`src/rtl/ahbl_sram_slave.sv`:
```
// AHB-Lite slave bridging to a 1-cycle-latency synchronous single-port SRAM.
// Ports: AHB-Lite slave side (HSEL..HRESP), SRAM side (sram_en..sram_rdata).
module ahbl_sram_slave #(
  parameter int AW = 10
) (
  input  logic          HCLK,
  input  logic          HRESETn,
  input  logic          HSEL,
  input  logic [31:0]   HADDR,
  input  logic [1:0]    HTRANS,
  input  logic [2:0]    HSIZE,
  input  logic          HWRITE,
  input  logic [31:0]   HWDATA,
  input  logic          HREADY,
  output logic [31:0]   HRDATA,
  output logic          HREADYOUT,
  output logic          HRESP,
  output logic          sram_en,
  output logic [3:0]    sram_we,
  output logic [AW-1:0] sram_addr,
  output logic [31:0]   sram_wdata,
  input  logic [31:0]   sram_rdata
);

  typedef enum logic [2:0] {
    S_IDLE,
    S_WR,
    S_RD,
    S_RDW,
    S_ERR1,
    S_ERR2
  } state_t;

  state_t        state_q, state_d;
  logic [AW-1:0] addr_q;
  logic [3:0]    lanes_q;

  logic          accept;
  logic          illegal;
  logic          open_q;
  logic          rd_now;
  logic [3:0]    lanes;
  logic [AW-1:0] haddr_w;
  logic          unused_bits;

  assign unused_bits = ^{HADDR[31:AW+2], HTRANS[0]};
  assign haddr_w = HADDR[AW+1:2];

  // Gated by HRESETn so nothing reaches the SRAM while reset is held.
  assign accept = HRESETn & HSEL & HREADY & HTRANS[1];

  // States in which an address phase may legitimately be taken.
  assign open_q = (state_q == S_IDLE) | (state_q == S_WR) |
                  (state_q == S_RD) | (state_q == S_ERR2);

  always_comb begin
    illegal = 1'b0;
    unique case (1'b1)
      HSIZE == 3'd0: illegal = 1'b0;
      HSIZE == 3'd1: illegal = HADDR[0];
      HSIZE == 3'd2: illegal = |HADDR[1:0];
      default:       illegal = 1'b1;
    endcase
  end

  always_comb begin
    lanes = 4'b0000;
    unique case (1'b1)
      HSIZE == 3'd0: lanes = 4'b0001 << HADDR[1:0];
      HSIZE == 3'd1: lanes = HADDR[1] ? 4'b1100 : 4'b0011;
      default:       lanes = 4'b1111;
    endcase
  end

  // A read can go straight to the SRAM unless a write owns the port.
  assign rd_now = accept & open_q & ~illegal & ~HWRITE &
                  (state_q != S_WR);

  always_ff @(posedge HCLK or negedge HRESETn) begin
    if (!HRESETn) begin
      state_q <= S_IDLE;
    end else begin
      state_q <= state_d;
    end
  end

  always_ff @(posedge HCLK or negedge HRESETn) begin
    if (!HRESETn) begin
      addr_q  <= '0;
      lanes_q <= '0;
    end else if (accept && open_q && !illegal) begin
      addr_q  <= haddr_w;
      lanes_q <= lanes;
    end
  end

  always_comb begin
    state_d = state_q;
    case (state_q)
      S_RDW:   state_d = S_RD;
      S_ERR1:  state_d = S_ERR2;
      default: begin
        if (!accept)              state_d = S_IDLE;
        else if (illegal)         state_d = S_ERR1;
        else if (HWRITE)          state_d = S_WR;
        else if (state_q == S_WR) state_d = S_RDW;
        else                      state_d = S_RD;
      end
    endcase
  end

  always_comb begin
    HREADYOUT  = 1'b1;
    HRESP      = 1'b0;
    HRDATA     = 32'h0;
    sram_en    = 1'b0;
    sram_we    = 4'b0000;
    sram_addr  = haddr_w;
    sram_wdata = 32'h0;
    case (state_q)
      S_WR: begin
        sram_en    = 1'b1;
        sram_we    = lanes_q;
        sram_addr  = addr_q;
        sram_wdata = HWDATA;
      end
      S_RDW: begin
        HREADYOUT = 1'b0;
        sram_en   = 1'b1;
        sram_addr = addr_q;
      end
      S_RD: begin
        HRDATA = sram_rdata;
      end
      S_ERR1: begin
        HREADYOUT = 1'b0;
        HRESP     = 1'b1;
      end
      S_ERR2: begin
        HRESP = 1'b1;
      end
      default: ;
    endcase
    if (rd_now) begin
      sram_en   = 1'b1;
      sram_addr = haddr_w;
    end
  end

endmodule

```
`config.mk`:
```
export PLATFORM = sky130hd
export DESIGN_NAME = ahbl_sram_slave
export DESIGN_NICKNAME = d
export VERILOG_FILES = /design/src/rtl/ahbl_sram_slave.sv
export SDC_FILE = /design/constraint.sdc
export NUM_CORES = 1
export LEC_CHECK = 0
export CAP_MARGIN = 20
export CORE_ASPECT_RATIO = 2
export CORE_MARGIN = 2
export CORE_UTILIZATION = 28
export DETAILED_ROUTE_END_ITERATION = 10
export HOLD_SLACK_MARGIN = 0.06
export PLACE_DENSITY = 0.91
export RECOVER_POWER = 25
export SLEW_MARGIN = 25
export SYNTH_ARGS = -nofsm -noshare
export SYNTH_HDL_FRONTEND = slang
export SYNTH_SLANG_ARGS = --single-unit
```
`constraint.sdc`:
```
create_clock -name HCLK -period 4.95 [get_ports HCLK]
set_clock_uncertainty 0.1 [all_clocks]
set_input_delay 0.99 -clock HCLK [delete_from_list [all_inputs] [get_ports HCLK]]
set_output_delay 0.99 -clock HCLK [all_outputs]
set_load 0.03 [all_outputs]
```
==> impl_metrics.tcl <==
set metrics [dict create \
    status "complete, but fails checks" \
    violations "capacitance limit, slew limit" \
    ys.flop_type "dfrtp_1" \
    yosys_warnings 0 \
    dr.first_iter.drc_count 27 \
    clock_sinks 17 \
    wire_per_inst_um 13.7 \
    cts_max_level 1 \
    clock-root-buffer "clkbuf_8" \
    coreArea_um2 5140 \
    synth.distinct_cells 28 \
    gp_congestion 0.903 \
    antenna_found_initial 0 \
    routed-via-count 1733 \
    drive_gt1_share_pct 9.94 \
    synth_top_area_share_pct 28.7 \
    cts_max_path_buffers 2 \
    startpoint "HADDR[0]" \
    cp_slowest_stage_delay_ps 720 \
    postCtsHoldBufs 0 \
    layout_worst_path_cycle_share_pct 85.7 \
    period_minus_slack_ps 4240 \
    wirelength_um 5210 \
    worst_setup_path_start_kind "input port" \
    setup_viol 0 \
    synth_most_common_cell "and2_1" \
    n_antenna_cell 0 \
    maxSlewHeadroom_pct -12.9 \
    rrSetupSlack_ps 2530 \
    hold_viol 0 \
    synthSimpleGateAreaFrac_pct 36.8 \
    grt_overflow_total 0 \
    critPathKind "in2out" \
    leakagePower_uw 0.00132 \
    critical_path.reg2reg.endpoint "addr_q[6]" \
    ys_ff_latch 17 \
    rsz0062_at_grt "false" \
    place_hpwl_um 4250 \
    grt_pass1_vias 1666 \
    r2r-start "state_q[0]" \
    path_max_fanout 7 \
    numCtsBuffers 3 \
    critPathTopFamily "buffers and inverters" \
    end_kind "output port" \
    hp-class "reg2reg" \
    dr.pass1.iters 3 \
    synth_edf_count 0 \
    synth_top_family_by_area "simple AND/OR/NAND/NOR gates" \
    grt_usage_pct 16.9 \
    die_area_um2 5930 \
    crit_required_ps 3860 \
    synth_seq_area_share_pct 28.7 \
    synth_xor_area_share_pct 0 \
    synth_nets 266 \
    start_util_pct 28.9 \
    tns_ps 0 \
    crit_arrival_ps 3150 \
    synthMuxAreaShare_pct 21.0 \
    path_depth 6 \
    maxSlewViolCount 16 \
    yosys.area.top_type "and2_1" \
    synthArstFlopShare_pct 100 \
    chipWidth_um 55.5 \
    synthToLayoutAreaGrowth_pct 116 \
    insertion_delay_ps 250 \
    routed_via_density 4.56 \
    critPathBufInv 2 \
    grt_max_degree 38 \
    cts_tree "done" \
    synth_compound_area_share_pct 9.36 \
    setup.worst_path.end "sram_en" \
    ctsResizeCount 0 \
    ir_worst_vdd_mv 0.293 \
    p_per_area_nw_per_um2 303 \
    synthCells 160 \
    synthTopCellsByCount "and2_1, dfrtp_1, mux2_2, mux2_4, nor2_1" \
    total_power_uw 968 \
    drc_errors 0 \
    rows 37 \
    die_h_um 107 \
    grt_pass1_wl_um 8120 \
    io_pins 187 \
    synth_fa_ha_area_share_pct 0 \
    ant_nets 0 \
    cts_setup_buffers 0 \
    port-buffer-count 165 \
    drv_cap 1 \
    fmax_ghz 0.236 \
    postSynthAreaPerCell_um2 9.27 \
    cp_cell_sequence "dlygate4sd3_1, a21oi_1, o211ai_1, nor2b_1, o22ai_1, clkdlybuf4s50_1" \
    rr_worst_depth 3 \
    tightest_slew_ps 1690 \
    synth_area_leaders "and2_1, dfrtp_1, mux2_2" \
    clk_pin_slew_ps 70 \
    cpMaxStageDelayCell "clkdlybuf4s50_1" \
    syn_area_um2 1480 \
    final_nets 429 \
]
## worst reg2reg max path, cell delays in order, from the launching register on
cell,delay [ps]
dfrtp_1,530
mux2i_4,280
o2111ai_1,800
mux2_4,600
## flip-flops by register name (all words and copies together), names as in the netlist
register  flops
addr_q       10
state_q       3
lanes_q       4
## through the flow
stage | hold WS, ps | cell area, µm² | util, % | std cells | setup slack (ps)
6_report | 373 | 3200 | 62.2 | 380 | 708
5_1_grt | 406 | 3200 | 62.2 | 380 | 628
4_1_cts | 378 | 3230 | 62.8 | 380 | 760
3_5_place_dp | 362 | 3180 | 61.9 | 376 | 755
3_3_place_gp | 354 | 3180 | 61.9 | 376 | 832
2_1_floorplan | 341 | 1480 | - | 160 | 1790
## kinds of logic (layout without fill, tap and decap cells)
kind of cell    count (synthesis)  count (layout)
compound gates                 18              18
mux                            24              24
buf+inv                        12             174
simple gates                   89              89
flops                          17              17
## final cells by class
type / instances / area [µm²]
Timing Repair Buffer: 168 / 1670
Fill cell: 440 / 1940
Clock inverter: 1 / 5.00
Clock buffer: 3 / 41.3
Tap cell: 58 / 72.6
Multi-Input combinational cell: 131 / 976
Inverter: 2 / 7.51
Sequential cell: 17 / 425
## worst min-delay path by stage
stage                     cells after the start        from         end  slack, ps
after global routing                          1  lanes_q[3]  lanes_q[3]        410
after detailed placement                      1  lanes_q[3]  lanes_q[3]        360
after floorplan                               1  lanes_q[3]  lanes_q[3]        340
final                                         1  lanes_q[3]  lanes_q[3]        370
after global placement                        1  lanes_q[3]  lanes_q[3]        350
after CTS                                     1  lanes_q[3]  lanes_q[3]        380
## report_power, final
group | leakage (µW) | total, µW | switching, µW | internal, µW
clock | 0.0000255 | 105 | 49.2 | 56.0
combinational | 0.00108 | 650 | 326 | 324
sequential | 0.000220 | 214 | 35.6 | 178
## layer usage
metal  GRT usage [%]  share of wire (%)  vias up
met5               0                  0        -
met4            5.57                1.6        0
met3            3.02                6.9        7
met2            31.2                 52      105
met1            19.1                 39      765
li1                -                  -      856
## layout by cell type (no fill, tap or decap), drive strengths merged
master,Yosys,final
nand2,2,2
inv,2,2
and4,1,1
o311a,1,1
o211a,1,1
nor2b,4,4
clkinv,0,1
o21a,3,3
dfrtp,17,17
a21o,1,1
clkdlybuf4s50,0,163
nor3,1,1
a21oi,4,4
or3,1,1
clkbuf,6,4
o22ai,1,1
nor3b,1,1
buf,4,2
and2,68,68
nor2,7,7
dlygate4sd3,0,2
nand3,2,2
o2111ai,1,1
mux2i,1,1
o211ai,1,1
nand2b,2,2
o21ai,5,5
mux2,23,23
No activity file was read; power rests on OpenSTA's default activity.
